==> config.mk <==
export PLATFORM = sky130hd
export DESIGN_NAME = cla_sub32_pipe
export DESIGN_NICKNAME = d
export VERILOG_FILES = /design/src/rtl/cla_sub32_pipe_pkg.sv /design/src/rtl/cla_sub32_pipe_cla16.sv /design/src/rtl/cla_sub32_pipe.sv
export SDC_FILE = /design/constraint.sdc
export NUM_CORES = 1
export LEC_CHECK = 0
export ABC_AREA = 1
export BUFFER_PORTS_ARGS = -buffer_cell sky130_fd_sc_hd__buf_2
export CAP_MARGIN = 20
export CORE_AREA = 4 4 101 103
export CTS_BUF_LIST = sky130_fd_sc_hd__clkbuf_8
export DETAILED_ROUTE_END_ITERATION = 12
export DIE_AREA = 0 0 105 107
export PLACE_DENSITY_LB_ADDON = 0.25
export SLEW_MARGIN = 40
export SYNTH_ARGS = -nofsm -noshare
export SYNTH_HDL_FRONTEND = slang
export SYNTH_HIERARCHICAL = 1
export SYNTH_SLANG_ARGS = --single-unit
==> constraint.sdc <==
create_clock -name clk -period 2.71 [get_ports clk]
set_input_delay 0.4065 -clock clk [delete_from_list [all_inputs] [get_ports clk]]
set_output_delay 0.4065 -clock clk [all_outputs]
set_load 0.01 [all_outputs]
==> src/rtl/cla_sub32_pipe_pkg.sv <==
// cla_sub32_pipe_pkg: shared width, result type and 4-bit lookahead helpers
package cla_sub32_pipe_pkg;
  localparam int WIDTH_DEF = 32;
  typedef struct packed {
    logic [WIDTH_DEF-1:0] diff;
    logic                 bout;
    logic                 ovf;
    logic                 zero;
  } res_t;
  // {group generate, group propagate} of a 4-bit group
  function automatic logic [1:0] gp4(input logic [3:0] g, input logic [3:0] p);
    return {g[3] | (p[3] & g[2]) | (p[3] & p[2] & g[1]) | (p[3] & p[2] & p[1] & g[0]), &p};
  endfunction
  // carries into bits 3..0 of a 4-bit group, flattened sum-of-products
  function automatic logic [3:0] carry4(input logic [2:0] g, input logic [2:0] p, input logic ci);
    return {g[2] | (p[2] & g[1]) | (p[2] & p[1] & g[0]) | (p[2] & p[1] & p[0] & ci),
            g[1] | (p[1] & g[0]) | (p[1] & p[0] & ci),
            g[0] | (p[0] & ci),
            ci};
  endfunction
endpackage

==> src/rtl/cla_sub32_pipe_cla16.sv <==
// cla16_slice: 16-bit two-level carry-lookahead adder slice (four 4-bit groups)
module cla16_slice
  import cla_sub32_pipe_pkg::*;
(
  input  logic [15:0] x,
  input  logic [15:0] y,
  input  logic        ci,
  output logic [15:0] s,
  output logic        co,
  output logic        G,
  output logic        P
);
  logic [15:0] g, p, c;
  logic [3:0]  gg, gp, gc;
  assign g = x & y;
  assign p = x ^ y;
  for (genvar i = 0; i < 4; i++) begin : g_grp
    assign {gg[i], gp[i]} = gp4(g[4*i+:4], p[4*i+:4]);
    assign c[4*i+:4] = carry4(g[4*i+:3], p[4*i+:3], gc[i]);
  end
  // second-level lookahead over the four groups
  assign gc = carry4(gg[2:0], gp[2:0], ci);
  assign {G, P} = gp4(gg, gp);
  assign co = G | (P & ci);
  assign s = p ^ c;
endmodule

==> src/rtl/cla_sub32_pipe.sv <==
// cla_sub32_pipe: two-stage pipelined CLA subtractor, diff = a - b - bin on a valid/ready stream
module cla_sub32_pipe
  import cla_sub32_pipe_pkg::*;
#(
  parameter int WIDTH   = WIDTH_DEF,
  parameter bit REG_OUT = 1'b1
) (
  input  logic             clk,
  input  logic             rst_n,
  input  logic             in_valid,
  output logic             in_ready,
  input  logic [WIDTH-1:0] a,
  input  logic [WIDTH-1:0] b,
  input  logic             bin,
  output logic             out_valid,
  input  logic             out_ready,
  output logic [WIDTH-1:0] diff,
  output logic             bout,
  output logic             ovf,
  output logic             zero
);
  localparam int HW = WIDTH / 2;
  logic          s1_valid_q, s1_valid_d, s2_valid_q, s2_valid_d;
  logic          s1_en, s2_en, s1_pop;
  logic [HW-1:0] lo_s, hi_s, lo_q, ahi_q, nbhi_q;
  logic          lo_co, hi_co, c16_q, amsb_q, bmsb_q;
  logic          g_lo, p_lo, g_hi, p_hi, unused_gp;
  res_t          res_c, res_q, res_o;
  cla16_slice u_lo (
    .x  (a[HW-1:0]),
    .y  (~b[HW-1:0]),
    .ci (~bin),
    .s  (lo_s),
    .co (lo_co),
    .G  (g_lo),
    .P  (p_lo)
  );
  cla16_slice u_hi (
    .x  (ahi_q),
    .y  (nbhi_q),
    .ci (c16_q),
    .s  (hi_s),
    .co (hi_co),
    .G  (g_hi),
    .P  (p_hi)
  );
  assign unused_gp = ^{g_lo, p_lo, g_hi, p_hi};
  assign res_c = {{hi_s, lo_q}, ~hi_co, (amsb_q ^ bmsb_q) & (hi_s[HW-1] ^ amsb_q), ~|{hi_s, lo_q}};
  // stage 1 drains into stage 2, or straight to the consumer when unregistered
  always_comb begin
    s2_en      = s1_valid_q & (~s2_valid_q | out_ready);
    s1_pop     = s1_valid_q & (REG_OUT ? s2_en : out_ready);
    in_ready   = ~s1_valid_q | s1_pop;
    s1_en      = in_valid & in_ready;
    s1_valid_d = s1_en | (s1_valid_q & ~s1_pop);
    s2_valid_d = REG_OUT & (s2_en | (s2_valid_q & ~out_ready));
    out_valid  = REG_OUT ? s2_valid_q : s1_valid_q;
    res_o      = REG_OUT ? res_q : (s1_valid_q ? res_c : '0);
  end
  assign {diff, bout, ovf, zero} = res_o;
  always_ff @(posedge clk or negedge rst_n)
    if (!rst_n) begin
      s1_valid_q <= 1'b0;
      s2_valid_q <= 1'b0;
      lo_q       <= '0;
      ahi_q      <= '0;
      nbhi_q     <= '0;
      c16_q      <= 1'b0;
      amsb_q     <= 1'b0;
      bmsb_q     <= 1'b0;
      res_q      <= '0;
    end else begin
      s1_valid_q <= s1_valid_d;
      s2_valid_q <= s2_valid_d;
      if (s1_en) begin
        lo_q   <= lo_s;
        c16_q  <= lo_co;
        ahi_q  <= a[WIDTH-1:HW];
        nbhi_q <= ~b[WIDTH-1:HW];
        amsb_q <= a[WIDTH-1];
        bmsb_q <= b[WIDTH-1];
      end
      if (s2_en) res_q <= res_c;
    end
endmodule

### Yosys cells after proc, flatten, opt, wreduce, memory -nomap -nowiden

Index checks and enable logic that the tools add are counted.

| word-level totals | value |
|---|---|
| bits in registers | 88 |
| latch bits | 0 |
| RAM bits | 0 |
| ROM bits | 0 |
| bits of input ports | 69 |
| output and inout port bits | 37 |
| word-level logic and storage cells | 284 |
| memories | 0 |

| operators by class | value |
|---|---|
| $add $sub $neg | 0 |
| $mul | 0 |
| divide/modulo/power cells | 0 |
| magnitude comparators | 0 |
| equal/unequal tests | 0 |
| shift operators | 0 |
| muxes and demuxes | 0 |
| bitwise operators | 260 |
| reduce and logical (&&, ||, !) cells | 12 |

Operator list:

| operator | count |
|---|---|
| $and 1x1->1 | 148 |
| $or 1x1->1 | 96 |
| $xor 16x16->16 | 4 |
| $and 16x16->16 | 2 |
| $not 16->16 | 2 |
| $reduce_and 16->1 | 2 |
| $reduce_and 4->1 | 8 |
| $reduce_or 32->1 | 1 |
| $not 1->1 | 6 |
| $xor 1x1->1 | 2 |
| $logic_not 1->1 | 1 |

### Depth between registers and ports, before layout

| logic depth | value |
|---|---|
| word-level depth | 14 |
| mapped depth | 16 |
| depth with buffers taken out | 16 |

### Cells and area by module

The synthesis kept the hierarchy.

By module, submodules not included:

| module | instances | cells an instance | area an instance (um2) | seq. area each (um2) |
|---|---|---|---|---|
| cla_sub32_pipe | 1 | 384 | 3477.1 | 2177.1 |
| cla16_slice (u_hi) | 1 | 134 | 869.6 | 0.0 |
| cla16_slice (u_lo) | 1 | 134 | 853.3 | 0.0 |

### Least setup slack after synthesis

OpenSTA, ideal clock, no wires.

| timing | value |
|---|---|
| kind | flip-flop to flip-flop |
| start point | register nbhi_q[6] |
| end point | register res_q, in the netlist zero |
| library setup time | 78 ps |
| data arrival time | 2170 ps |
| required time | 2632 ps |
| path slack | 462 ps |
| stages on the path, launching flop included | 15 |
| path buffers | 0 |
| clock period less this slack | 2248 ps |
| path through | dfrtp_1 ha_1 nand2_2 inv_2 nand2_1 nand2_1 a21oi_2 nand2_4 fa_1 xor2_1 nor2_1 nand2_1 nor2_1 nand3_1 o21bai_1 |

| on the way | value |
|---|---|
| cells in the longest elaborated chain, start to end | 14 |
| elaborated cells on any way between the ends | 47 |
| those cells by class | bitwise (44); reduce/logical (3) |

Ends and longest elaborated chain:

| element | line | source |
|---|---|---|
| start, declared | cla_sub32_pipe.sv:25 | `logic [HW-1:0] lo_s, hi_s, lo_q, ahi_q, nbhi_q;` |
| start signal, assigned | cla_sub32_pipe.sv:79 | `nbhi_q <= ~b[WIDTH-1:HW];` |
| $and 16x16->16 / $xor 16x16->16 (equally long branches) | cla_sub32_pipe_cla16.sv:15, cla_sub32_pipe_cla16.sv:16 |  |
| $and 1x1->1 | cla_sub32_pipe_pkg.sv:12 | `return {g[3] \| (p[3] & g[2]) \| (p[3] & p[2] & g[1]) \| (p[3] & p[2] & p[1] & g[0]), &p};` |
| $or 1x1->1 / $and 1x1->1 (equally long branches) (2 in a row) | cla_sub32_pipe_pkg.sv:12 |  |
| $or 1x1->1 | cla_sub32_pipe_pkg.sv:12 |  |
| $and 1x1->1 | cla_sub32_pipe_pkg.sv:16 | `return {g[2] \| (p[2] & g[1]) \| (p[2] & p[1] & g[0]) \| (p[2] & p[1] & p[0] & ci),` |
| $or 1x1->1 (2 in a row) | cla_sub32_pipe_pkg.sv:16 |  |
| $or 1x1->1 (*) | cla_sub32_pipe_pkg.sv:16 |  |
| $and 1x1->1 (*) | cla_sub32_pipe_pkg.sv:18 | `g[0] \| (p[0] & ci),` |
| $or 1x1->1 (*) | cla_sub32_pipe_pkg.sv:18 |  |
| $xor 16x16->16 (*) | cla_sub32_pipe_cla16.sv:25 | `assign s = p ^ c;` |
| net hi_s[13] | cla_sub32_pipe.sv:25 |  |
| $reduce_or 32->1 (*) | cla_sub32_pipe.sv:48 | `assign res_c = {{hi_s, lo_q}, ~hi_co, (amsb_q ^ bmsb_q) & (hi_s[HW-1] ^ amsb_q), ~\|{hi_s, lo_q}};` |
| $logic_not 1->1 (*) | cla_sub32_pipe.sv:48 |  |
| end signal, assigned | cla_sub32_pipe.sv:83 | `if (s2_en) res_q <= res_c;` |
| end, declared | cla_sub32_pipe.sv:28 | `res_t res_c, res_q, res_o;` |

The timed path passes the listed nets; every way through them passes the cells marked *.
A chain may end at the register's enable or synchronous reset.

### Final worst setup path

| timing | value |
|---|---|
| start point | register nbhi_q[5] |
| end point | register res_q, in the netlist zero |

| on the way | value |
|---|---|
| cells in the longest elaborated chain, start to end | 13 |
| elaborated cells on any way between the ends | 49 |
| those cells by class | bitwise (46); reduce/logical (3) |

Ends and longest elaborated chain:

| element | line |
|---|---|
| $and 16x16->16 / $xor 16x16->16 (equally long branches) | cla_sub32_pipe_cla16.sv:15, cla_sub32_pipe_cla16.sv:16 |
| $and 1x1->1 | cla_sub32_pipe_pkg.sv:12 |
| $or 1x1->1 / $and 1x1->1 (equally long branches) | cla_sub32_pipe_pkg.sv:12 |
| $or 1x1->1 | cla_sub32_pipe_pkg.sv:12 |
| $and 1x1->1 | cla_sub32_pipe_pkg.sv:16 |
| $or 1x1->1 (2 in a row) | cla_sub32_pipe_pkg.sv:16 |
| $or 1x1->1 (*) | cla_sub32_pipe_pkg.sv:16 |
| $and 1x1->1 (*) | cla_sub32_pipe_pkg.sv:18 |
| $or 1x1->1 (*) | cla_sub32_pipe_pkg.sv:18 |
| $xor 16x16->16 (*) | cla_sub32_pipe_cla16.sv:25 |
| net hi_s[13] | cla_sub32_pipe.sv:25 |
| $reduce_or 32->1 (*) | cla_sub32_pipe.sv:48 |
| $logic_not 1->1 (*) | cla_sub32_pipe.sv:48 |

Marks and branches as above.

==> out/metrics.cfg <==
[sta]
drv_slew=0
setup_violations=0
fmax_mhz=400
fin_crit_sh_pct=92.2
finalHoldViolations=0
tightest_slew_ns=0.671
setup_tns_ns=0
clock_skew_ns=0.0103
slew_headroom_pct=55.3
fin_crit_ns=2.50
rsz0062_at_grt=no
timing.hold.ws_ns=0.0816

[run_status]
run_status=finished clean

[floorplanning]
start_util_pct=56.5
core_area_um2=9200
ioPinCount=106
die_y_um=107
dieArea_um2=11200
fp.dieW_um=105
rows=35

[yosys]
ys_warn_count=6
syn_area_per_cell_um2=7.99
synth_fp_nets=759
syn-cell-area_um2=5190
synthCells=650

[worst_setup_path]
path_class=register to register
slowest_stage=dfrtp_1
cp.required_ns=2.98
slowest_delay_ns=0.40
worstPathArrival_ns=2.77
startpoint_type=register
r2r_slack_ns=0.21
end_kind=register
crit_path_max_fanout=5
cpMostUsedCell=nand2_1
crit_path_cell_trace=ha_1 > nand2_1 > nand2_1 > nand2_1 > nand2_1 > a21oi_2 > nand2_4 > fa_1 > xor2_1 > nor2_1 > nand2_1 > nor2_1 > nand3_1 > o21bai_1

[layout]
layout_commonest_cell=nand2_1
final_cell_mix=264 x nand2_1, 104 x buf_2, 87 x dfrtp_1
layout.nets=865
synthToLayoutAreaGrowth_pct=15.1
drive_gt1_share_pct=23.0
antenna_cells=0

[power_and_ir_drop]
ir_drop_v=0.000402
power_density_nw_per_um2=691
leakage_nw=3.46

[route]
routed_wl_um=11700
drt_iter0_drc=211
drtAntennaViolNets=0
vias_per_cell=5.09
avgRoutedWirePerCell_um=13.4
drc_errors=0
vias=4440
dr.pass1.iters=5

[placement]
port_buffers=105
gp_congestion=0.914
place_hpwl_um=9080

[global_routing]
grt_pass1_wl_um=19500
grt_max_degree=54
antenna_found_initial=0
grt_pass1_vias=4311
grt.total_usage_pct=21.4
grt_overflow=0

[cts]
cts_buffers=9
cts_hold_buf=0
cts_tree=built
postCtsSetupBuffers=0
clk_pin_slew_worst_paths_ns=0.09
insertion_delay_ns=0.35
clockRootBuffer=clkbuf_8
htreeDepth=3
clockBufferDepth=2
cts-resized-gates=0
cts.sinks=87

[min_path]
hold_class=input port to async pin

[flow_run]
max-cap-violations=0

## where the power goes
group          leakage, nW  total [mW]  switching (mW)  internal, mW
clock network       0.0956       0.901           0.473         0.428
logic                 2.30        1.47           0.903         0.571
registers             1.07        1.76           0.172          1.58
total                 3.46        4.13            1.55          2.58
## final timing paths
path | startpoint | end | cells past startpoint
max | nbhi_q[5] | zero | 14
min | rst_n | nbhi_q[13] | 1
max reg2reg | nbhi_q[5] | zero | 14
min reg2reg | diff[27] | diff[27] | 2
max in group asynchronous | rst_n | ahi_q[0] | 2
min in group clk | b[29] | nbhi_q[13] | 2
## metal layers
layer  track usage [%]  part of all wire [%]  up-vias
met4              4.87                  0.62        0
met1              29.9                    47     2090
met5                 0                     0        -
met2              34.6                    47      117
li1                  -                     -     2227
met3              4.15                   5.8        6
## stage by stage
stage | util [%] | instance area (µm²) | setup WS, ns | power [mW] | std cells
after floorplan | - | 5190 | 0.462 | 2.75 | 650
after global placement | 62.9 | 5780 | 0.367 | 3.19 | 856
after detailed placement | 62.9 | 5780 | 0.281 | 3.26 | 856
after CTS | 65.0 | 5980 | 0.220 | 4.17 | 872
after global routing | 65.0 | 5980 | 0.0350 | 4.45 | 872
final | 65.0 | 5980 | 0.211 | 4.13 | 872
## worst max-delay path: cells and delay by family, from the launching register on
| kind | cells | cell delay [ns] |
|---|---|---|
| xor+xnor | 1 | 0.19 |
| fa+ha+maj | 2 | 0.75 |
| compound gates | 2 | 0.30 |
| simple gates | 9 | 0.77 |
| flops | 1 | 0.40 |
## cell type report
type	instances	area, µm²
inverter	84	318
multi-input combinational	464	2580
sequential	87	2180
clock buffer	9	124
fill	805	3220
tap	111	139
timing repair buffer	110	566
clock inverter	7	72.6
## registers in the layout, summed over array words and instances (netlist names), 16 cells and up
name and cells:
ahi_q 16, diff 32, lo_q 16, nbhi_q 16
No activity file was read; power rests on OpenSTA's default activity.
